File: config.mk
export PLATFORM = sky130hd
export DESIGN_NAME = pipe_hazard_ctrl_flat
export DESIGN_NICKNAME = d
export VERILOG_FILES = /design/src/rtl/pipe_hazard_ctrl_pkg.sv /design/src/rtl/pipe_hazard_ctrl_if.sv /design/src/rtl/pipe_hazard_ctrl_sat_counter.sv /design/src/rtl/pipe_hazard_ctrl.sv /design/src/flat_wrapper.sv
export SDC_FILE = /design/constraint.sdc
export NUM_CORES = 1
export LEC_CHECK = 0
export ABC_AREA = 1
export CELL_PAD_IN_SITES_DETAIL_PLACEMENT = 1
export CELL_PAD_IN_SITES_GLOBAL_PLACEMENT = 2
export CORE_ASPECT_RATIO = 2
export CORE_UTILIZATION = 32
export DETAILED_ROUTE_END_ITERATION = 16
export DONT_BUFFER_PORTS = 1
export PLACE_DENSITY_LB_ADDON = 0.1
export SETUP_SLACK_MARGIN = 0.15
export SLEW_MARGIN = 10
export SYNTH_ARGS = -nofsm -noshare
export SYNTH_HDL_FRONTEND = slang
export SYNTH_SLANG_ARGS = --single-unit
File: constraint.sdc
create_clock -name Clk -period 2.19 [get_ports Clk]
set_input_delay 0.5475 -clock Clk [delete_from_list [all_inputs] [get_ports Clk]]
set_output_delay 0.5475 -clock Clk [all_outputs]
set_load 0.1 [all_outputs]
File: src/rtl/pipe_hazard_ctrl_pkg.sv
// Shared types and constants for the pipeline hazard controller.
package pipe_hazard_ctrl_pkg;

   localparam int unsigned REG_W   = 5;
   localparam int unsigned CNT_W   = 4;
   localparam int unsigned STALL_W = 16;

   typedef enum logic {
      RUN      = 1'b0,
      MUL_BUSY = 1'b1
   } state_e;

   typedef struct packed {
      logic pc_write;
      logic ifid_write;
      logic idex_write;
      logic ifid_flush;
      logic idex_bubble;
      logic exmem_bubble;
   } hz_ctrl_t;

   localparam hz_ctrl_t CTRL_RUN = '{pc_write: 1'b1, ifid_write: 1'b1, idex_write: 1'b1,
                                     ifid_flush: 1'b0, idex_bubble: 1'b0, exmem_bubble: 1'b0};
   localparam hz_ctrl_t CTRL_FLUSH = '{pc_write: 1'b1, ifid_write: 1'b1, idex_write: 1'b1,
                                       ifid_flush: 1'b1, idex_bubble: 1'b1, exmem_bubble: 1'b0};
   localparam hz_ctrl_t CTRL_HOLD = '{pc_write: 1'b0, ifid_write: 1'b0, idex_write: 1'b0,
                                      ifid_flush: 1'b0, idex_bubble: 1'b0, exmem_bubble: 1'b1};
   localparam hz_ctrl_t CTRL_LU = '{pc_write: 1'b0, ifid_write: 1'b0, idex_write: 1'b1,
                                    ifid_flush: 1'b0, idex_bubble: 1'b1, exmem_bubble: 1'b0};

   // Load in EX whose non-zero destination feeds a source read by the ID instruction.
   function automatic logic load_use(input logic             mem_read,
                                     input logic [REG_W-1:0] ex_rt,
                                     input logic [REG_W-1:0] id_rs,
                                     input logic [REG_W-1:0] id_rt,
                                     input logic             uses_rt);
      return mem_read && (ex_rt != '0) &&
             ((ex_rt == id_rs) || (uses_rt && (ex_rt == id_rt)));
   endfunction

endpackage

File: src/rtl/pipe_hazard_ctrl_if.sv
// Hazard-control bundle between the pipeline datapath and the hazard controller.
interface pipe_hazard_ctrl_if;
   import pipe_hazard_ctrl_pkg::*;

   logic               IDEX_MemRead;
   logic [REG_W-1:0]   IDEX_Rt;
   logic [REG_W-1:0]   IFID_Rs;
   logic [REG_W-1:0]   IFID_Rt;
   logic               IFID_UsesRt;
   logic               Branch_Taken;
   logic               Mul_Start;

   logic               PC_Write;
   logic               IFID_Write;
   logic               IDEX_Write;
   logic               IFID_Flush;
   logic               IDEX_Bubble;
   logic               EXMEM_Bubble;
   logic               Mul_Busy;
   logic [STALL_W-1:0] Stall_Cnt;

   // Datapath side: reports pipeline contents, consumes enables.
   modport master (
      output IDEX_MemRead, IDEX_Rt, IFID_Rs, IFID_Rt, IFID_UsesRt, Branch_Taken, Mul_Start,
      input  PC_Write, IFID_Write, IDEX_Write, IFID_Flush, IDEX_Bubble, EXMEM_Bubble,
             Mul_Busy, Stall_Cnt
   );

   // Controller side.
   modport slave (
      input  IDEX_MemRead, IDEX_Rt, IFID_Rs, IFID_Rt, IFID_UsesRt, Branch_Taken, Mul_Start,
      output PC_Write, IFID_Write, IDEX_Write, IFID_Flush, IDEX_Bubble, EXMEM_Bubble,
             Mul_Busy, Stall_Cnt
   );

endinterface

File: src/rtl/pipe_hazard_ctrl_sat_counter.sv
// Up-counter that sticks at all-ones instead of wrapping.
module sat_counter #(
   parameter int unsigned WIDTH = 16
) (
   input  logic             clk,
   input  logic             rst,
   input  logic             inc_i,
   output logic [WIDTH-1:0] count_o
);

   logic [WIDTH-1:0] count_q;
   logic [WIDTH-1:0] count_d;

   always_comb begin
      count_d = count_q;
      if (inc_i && (count_q != '1)) begin
         count_d = count_q + WIDTH'(1);
      end
   end

   always_ff @(posedge clk) begin
      if (rst) begin
         count_q <= '0;
      end else begin
         count_q <= count_d;
      end
   end

   assign count_o = count_q;

endmodule

File: src/rtl/pipe_hazard_ctrl.sv
// Pipeline hazard controller: load-use stalls, taken-branch flushes and
// multi-cycle EX holds, with a saturating count of PC-stall cycles.
module pipe_hazard_ctrl
   import pipe_hazard_ctrl_pkg::*;
#(
   parameter int unsigned MUL_LAT = 4
) (
   input logic               Clk,
   input logic               Rst,
   pipe_hazard_ctrl_if.slave hz
);

   // Counter preload: one hold is spent in RUN, one release cycle ends MUL_BUSY.
   localparam logic [CNT_W-1:0] CNT_LOAD = CNT_W'(MUL_LAT - 2);

   state_e             state_q;
   state_e             state_d;
   logic [CNT_W-1:0]   cnt_q;
   logic [CNT_W-1:0]   cnt_d;
   hz_ctrl_t           ctrl;
   logic               lu;
   logic [STALL_W-1:0] stall_cnt;

   assign lu = load_use(hz.IDEX_MemRead, hz.IDEX_Rt, hz.IFID_Rs, hz.IFID_Rt, hz.IFID_UsesRt);

   // Next state and same-cycle control outputs; reset forces the defaults.
   always_comb begin
      ctrl    = CTRL_RUN;
      state_d = state_q;
      cnt_d   = cnt_q;
      if (!Rst) begin
         case (state_q)
            RUN: begin
               if (hz.Branch_Taken) begin
                  ctrl = CTRL_FLUSH;
               end else if (hz.Mul_Start) begin
                  ctrl    = CTRL_HOLD;
                  state_d = MUL_BUSY;
                  cnt_d   = CNT_LOAD;
               end else if (lu) begin
                  ctrl = CTRL_LU;
               end
            end
            MUL_BUSY: begin
               if (cnt_q != '0) begin
                  ctrl  = CTRL_HOLD;
                  cnt_d = cnt_q - CNT_W'(1);
               end else begin
                  state_d = RUN;
               end
            end
            default: begin
               state_d = RUN;
            end
         endcase
      end
   end

   always_ff @(posedge Clk) begin
      if (Rst) begin
         state_q <= RUN;
         cnt_q   <= '0;
      end else begin
         state_q <= state_d;
         cnt_q   <= cnt_d;
      end
   end

   sat_counter #(
      .WIDTH (STALL_W)
   ) u_stall_cnt (
      .clk     (Clk),
      .rst     (Rst),
      .inc_i   (!ctrl.pc_write),
      .count_o (stall_cnt)
   );

   assign hz.PC_Write     = ctrl.pc_write;
   assign hz.IFID_Write   = ctrl.ifid_write;
   assign hz.IDEX_Write   = ctrl.idex_write;
   assign hz.IFID_Flush   = ctrl.ifid_flush;
   assign hz.IDEX_Bubble  = ctrl.idex_bubble;
   assign hz.EXMEM_Bubble = ctrl.exmem_bubble;
   assign hz.Mul_Busy     = !Rst && (state_q == MUL_BUSY);
   assign hz.Stall_Cnt    = stall_cnt;

endmodule

File: src/flat_wrapper.sv
// flat-port wrapper written by rule: the top's interface ports become plain ports
module pipe_hazard_ctrl_flat import pipe_hazard_ctrl_pkg::*;
#(
   parameter int unsigned MUL_LAT = 4
)
  (Clk, Rst, hz_IDEX_MemRead, hz_IDEX_Rt, hz_IFID_Rs, hz_IFID_Rt, hz_IFID_UsesRt, hz_Branch_Taken, hz_Mul_Start, hz_PC_Write, hz_IFID_Write, hz_IDEX_Write, hz_IFID_Flush, hz_IDEX_Bubble, hz_EXMEM_Bubble, hz_Mul_Busy, hz_Stall_Cnt);
  pipe_hazard_ctrl_if hz_i ();
  input logic Clk;
  input logic Rst;
  input wire logic [$bits(hz_i.IDEX_MemRead)-1:0] hz_IDEX_MemRead;
  input wire logic [$bits(hz_i.IDEX_Rt)-1:0] hz_IDEX_Rt;
  input wire logic [$bits(hz_i.IFID_Rs)-1:0] hz_IFID_Rs;
  input wire logic [$bits(hz_i.IFID_Rt)-1:0] hz_IFID_Rt;
  input wire logic [$bits(hz_i.IFID_UsesRt)-1:0] hz_IFID_UsesRt;
  input wire logic [$bits(hz_i.Branch_Taken)-1:0] hz_Branch_Taken;
  input wire logic [$bits(hz_i.Mul_Start)-1:0] hz_Mul_Start;
  output wire logic [$bits(hz_i.PC_Write)-1:0] hz_PC_Write;
  output wire logic [$bits(hz_i.IFID_Write)-1:0] hz_IFID_Write;
  output wire logic [$bits(hz_i.IDEX_Write)-1:0] hz_IDEX_Write;
  output wire logic [$bits(hz_i.IFID_Flush)-1:0] hz_IFID_Flush;
  output wire logic [$bits(hz_i.IDEX_Bubble)-1:0] hz_IDEX_Bubble;
  output wire logic [$bits(hz_i.EXMEM_Bubble)-1:0] hz_EXMEM_Bubble;
  output wire logic [$bits(hz_i.Mul_Busy)-1:0] hz_Mul_Busy;
  output wire logic [$bits(hz_i.Stall_Cnt)-1:0] hz_Stall_Cnt;
  assign hz_i.IDEX_MemRead = hz_IDEX_MemRead;
  assign hz_i.IDEX_Rt = hz_IDEX_Rt;
  assign hz_i.IFID_Rs = hz_IFID_Rs;
  assign hz_i.IFID_Rt = hz_IFID_Rt;
  assign hz_i.IFID_UsesRt = hz_IFID_UsesRt;
  assign hz_i.Branch_Taken = hz_Branch_Taken;
  assign hz_i.Mul_Start = hz_Mul_Start;
  assign hz_PC_Write = hz_i.PC_Write;
  assign hz_IFID_Write = hz_i.IFID_Write;
  assign hz_IDEX_Write = hz_i.IDEX_Write;
  assign hz_IFID_Flush = hz_i.IFID_Flush;
  assign hz_IDEX_Bubble = hz_i.IDEX_Bubble;
  assign hz_EXMEM_Bubble = hz_i.EXMEM_Bubble;
  assign hz_Mul_Busy = hz_i.Mul_Busy;
  assign hz_Stall_Cnt = hz_i.Stall_Cnt;
  pipe_hazard_ctrl #(.MUL_LAT(MUL_LAT)) u_core (.Clk(Clk), .Rst(Rst), .hz(hz_i));
endmodule
Word level (Yosys, flattened, before mapping)
Cells that the tools add are included.
{"block": "word_totals", "regBits": 21, "inputBits": 21, "out_inout_bits": 23, "wordCells": 37}
{"block": "classes", "add_sub_neg": 2, "eq_ne": 6, "mux": 14, "bitwise": 1, "n_reduce_logical": 11}
{"op": "6-bit two-way mux", "count": 5}
{"op": "16-bit by 1-bit adder with 16-bit output (second input constant)", "count": 1}
{"op": "16-bit != test (second input constant)", "count": 1}
{"op": "4-bit two-way mux", "count": 3}
{"op": "6-bit case mux with 2 select lines", "count": 1}
{"op": "5-bit == test", "count": 2}
{"op": "4-bit case mux with 2 select lines", "count": 1}
{"op": "2-bit != test (second input constant)", "count": 3}
{"op": "1-bit logical AND", "count": 5}
{"op": "5-bit nonzero test", "count": 1}
{"op": "4-bit nonzero test", "count": 1}
{"op": "4-bit by 1-bit subtractor with 4-bit output (second input constant)", "count": 1}
{"op": "1-bit two-way mux", "count": 3}
{"op": "3-bit AND reduction", "count": 1}
{"op": "1-bit logical NOT", "count": 2}
{"op": "1-bit case mux with 2 select lines", "count": 1}
{"op": "1-bit logical OR", "count": 1}
{"op": "1-bit NOT", "count": 1}

Depth between registers and ports, before layout
{"block": "depth", "word_depth": 11, "mapped_depth": 12, "mapped_depth_nobuf": 12}

By module
Synthesis repeated with hierarchy kept, for this count alone.
{"block": "hier_totals", "hier_cells": 250, "area_unflattened_um2": 1488.9}
{"mod": "sat_counter", "instances": 1, "cells_per_inst": 149, "area_per_inst_um2": 929.6, "seq_area_each_um2": 320.3}
{"mod": "pipe_hazard_ctrl", "instances": 1, "cells_per_inst": 101, "area_per_inst_um2": 559.3, "seq_area_each_um2": 100.1}

Worst setup path after synthesis
OpenSTA, ideal clock, no wires.
{"block": "synth_path", "kind": "input port to output port", "startpoint": "in Rst", "endpoint": "out hz_IDEX_Bubble", "arrival_ns": 3.849, "required_time_ns": 1.642, "slack_ns": -2.207, "stages": 3, "path_buffers": 1, "path_cell_list": "clkbuf_1 > nor3_1 > o21bai_1"}
{"block": "synth_between", "elab_chain_len": 1}
{"element": "from (decl)", "line_no": "flat_wrapper.sv:9", "source": "input logic Rst;"}
{"element": "6-bit two-way mux", "line_no": "pipe_hazard_ctrl.sv:31", "source": "if (!Rst) begin"}
{"element": "to (decl)", "line_no": "flat_wrapper.sv:21", "source": "output wire logic [$bits(hz_i.IDEX_Bubble)-1:0] hz_IDEX_Bubble;"}
Every way passes these cells.

Worst setup path in the final report
{"block": "layout_path", "startpoint": "reg u_core.cnt_q[1]", "endpoint": "out hz_PC_Write"}
{"block": "layout_between", "elab_chain_len": 4}
{"element": "from (decl)", "line_no": "pipe_hazard_ctrl.sv:18", "source": "logic [CNT_W-1:0] cnt_q;"}
{"element": "from (signal assigned)", "line_no": "pipe_hazard_ctrl.sv:65", "source": "cnt_q <= cnt_d;"}
{"element": "4-bit nonzero test", "line_no": "pipe_hazard_ctrl.sv:45", "source": "if (cnt_q != '0) begin"}
{"element": "6-bit two-way mux", "line_no": "pipe_hazard_ctrl.sv:45"}
{"element": "6-bit case mux with 2 select lines", "line_no": "pipe_hazard_ctrl.sv:32", "source": "case (state_q)"}
{"element": "6-bit two-way mux", "line_no": "pipe_hazard_ctrl.sv:31"}
{"element": "to (decl)", "line_no": "flat_wrapper.sv:17", "source": "output wire logic [$bits(hz_i.PC_Write)-1:0] hz_PC_Write;"}
Every way passes these cells.

==> impl_results.md <==
- Non-filler cells, final: 311
- Hold WS: 333 ps
- Relative slew slack: 0.764
- Tmin final: 2070 ps
- Cells along the critical path: inv_2 > ha_4 > nand4_1 > o21ai_2 > nor2_4 > nand2_8 > buf_16
- 1st-iter DRT viols: 26
- WHS Path Cells: 1
- Final Hold Vio Count: 0
- Nature of the critical path startpoint: flip-flop
- Yosys Warn Count: 0
- Synth top area cells: dfxtp_1, nand2_1, nand4_1, nor2_1, inv_1
- Max_cap viols: 0
- HP Class: input pin to flip-flop
- FP Rows: 34
- Number of global-route vias before repair: 1,669
- Syn Std Cell Area: 1490 um2
- DRC viols: 0
- Initial Utilization: 0.337
- Largest fanout on the critical path: 2
- Largest net degree at the start of global routing: 22
- Area grow syn2layout: 32.0%
- Number of cells on the critical path: 7
- Root buf cell: clkbuf_8
- Vias per inst: 5.15
- Dpl hpwl: 3550 um
- Setup violators final: 0
- Synthesized area per cell: 6.47 um2
- Bufs and invs on worst path: 2
- Leak: 0.863 nW
- Setup Crit Path Kind: flip-flop to output port
- Initial antenna violation count: 0
- DRT antenna net count: 0
- Layout Nets: 282
- Peak supply drop: 0.000378 V
- Cts hold-fix bufs: 0
- Layout cell share with drive strength beyond 1: 0.304
- Critical hold path startpoint: Rst
- Clock-pin slew on the worst setup and hold paths: 80 ps
- Synthesized flop and latch total: 21
- Post-synth top flop: dfxtp_1
- Max incr delay on CP: 340 ps
- Slew Limit Fails: 0
- Total power: 0.978 mW
- Worst setup path start: u_core.cnt_q[1]
- Measured slew at the worst slew-check pin: 353 ps
- Status: finished, final reports clean
- Placed Area: 1810 um2
- Dpl ws: 170 ps
- Area leader, netlist: dfxtp_1
- Cell family with most CP delay: simple AND/OR/NAND/NOR gates
- Vias: 1,602
- Core area: 4420 um2
- # IOs: 44
- Final core occ: 0.444
- Top cell type's share of synthesized area: 0.282
- Top-count cell post-synth: nand2_1
- Die X: 50.2 um
- Filler cells: 586
- CTS tree: built
- Overflow after GRT: 0
- Largest family of logic cells by synthesized area: simple AND/OR/NAND/NOR gates
- Final instance area: 1970 um2
- Crit end category: output port
- Post-Route WL: 4720 um
- GPL Wtd Cong: 0.840
- Synthesized Nets: 254
- Critical Path RT: 1640 ps
- Yosys cell types: 26
- Commonest cells post-synth: nand2_1, nor2_1, inv_1
- Max Fclk: 484 MHz
- Post-Route Skew: 2.49 ps
- # port buffers: 0
- Slowest CP cell: dfxtp_2
- Worst skew pair latency: 260 ps
- CTS Buf Count: 3
- Drt wl/cell: 15.2 um
- Sequential-to-total area share from yosys stat: 0.282
- Synth Area in Simple Gates: 0.400
- First-pass GRT wire length: 7670 um
- Placed cells: 301
- H-tree levels: 1
- Synthesized instance count: 230
- # diodes: 0
- Total GRT Usage: 0.201
- Sum Neg Setup Slack: 0 ps
- Reg-to-Reg Start: u_core.cnt_q[1]
- Post-Synth XOR/XNOR Area: 0.0882
- Mux contribution to synthesized area: 0
- Compound-Gate Fraction of Synth Area: 0.103
- P per Cell Area: 498 nW/um2
- TritonRoute pass-1 iters: 5
- Crit path arrival time: 1520 ps
- Fin crit share: 0.944
- Sink Count: 21
- Clk buf depth: 2
- Post-synthesis adder-cell area fraction: 0.0252
- Post-synth EDFFs: 0
- Seq. cell area: 439 um2
- FFs w/ async S/R, synth: 0
- Die Height: 98.5 um
- RSZ-0062 raised after global routing: yes
- Fin worst setup slack: 123 ps
- Register-to-Register Path Depth: 12
- Multi-input gate area: 1020 um2
- Die area: 4950 um2
## power by group
part	switching (mW)	leakage (nW)	internal (mW)
logic	0.210	0.660	0.0970
clock network	0.139	0.0255	0.127
registers	0.0104	0.177	0.395
total	0.359	0.863	0.619
## timing repair
item                                   4_1_cts  5_1_grt
gates resized for setup                     14        3
pin swaps                                    6        4
cloned                                       0        1
setup endpoints to repair                    4       20
buffers inserted                             5        0
endpoints found under the hold margin        0        0
## registers in the layout (all words and copies together) (netlist names)
register,count
u_core.state_q,1
u_core.u_stall_cnt.count_o,16
u_core.cnt_q,4
## worst paths after layout
| kind | endpoint | slack (ps) |
|---|---|---|
| hold / removal | u_core.state_q | 330 |
| hold reg to reg | u_core.u_stall_cnt.count_o[1] | 490 |
| setup / recovery | hz_PC_Write | 120 |
| setup reg to reg | u_core.u_stall_cnt.count_o[0] | 340 |
## layer usage
metal | track usage | wire length [um] | vias up
met5 | 0 | 0 | -
met1 | 0.194 | 1750 | 766
met2 | 0.407 | 2740 | 33
met3 | 0.0201 | 166 | 5
li1 | - | - | 798
met4 | 0.0725 | 67 | 0
## final cells by class
cell class,instances,share of cell area
repair buffers,29,0.135
multi-input cells,175,0.520
well taps,54,0.0344
flip-flops and latches,21,0.223
clock inverters,1,0.00255
inverters,28,0.0637
clock buffers,3,0.0210
## cell families (layout without fill, tap and decap cells)
family                     Yosys count  in the layout
AOI/OAI and AO/OA                   24             24
xor gates and xnor gates            15             15
buffers and inverters               35             61
adders and majority gates            3              3
DFF                                 21             21
and+or+nand+nor                    132            133
## placed cells by master, fill, tap and decap left out, types with 3 or more instances in the layout
cell / netlist / routed
inv_2: 1 / 4
a21oi_2: 6 / 6
dfxtp_1: 21 / 6
nand2_1: 68 / 64
nand3_1: 8 / 8
inv_1: 27 / 22
nor3_1: 4 / 3
dfxtp_2: 0 / 15
a21oi_1: 10 / 10
nand4_1: 18 / 18
buf_4: 3 / 24
nand2_2: 2 / 3
xnor2_1: 7 / 7
clkbuf_8: 0 / 3
nor2_1: 28 / 26
xor2_1: 8 / 8
(Power assumes the default switching activity.)
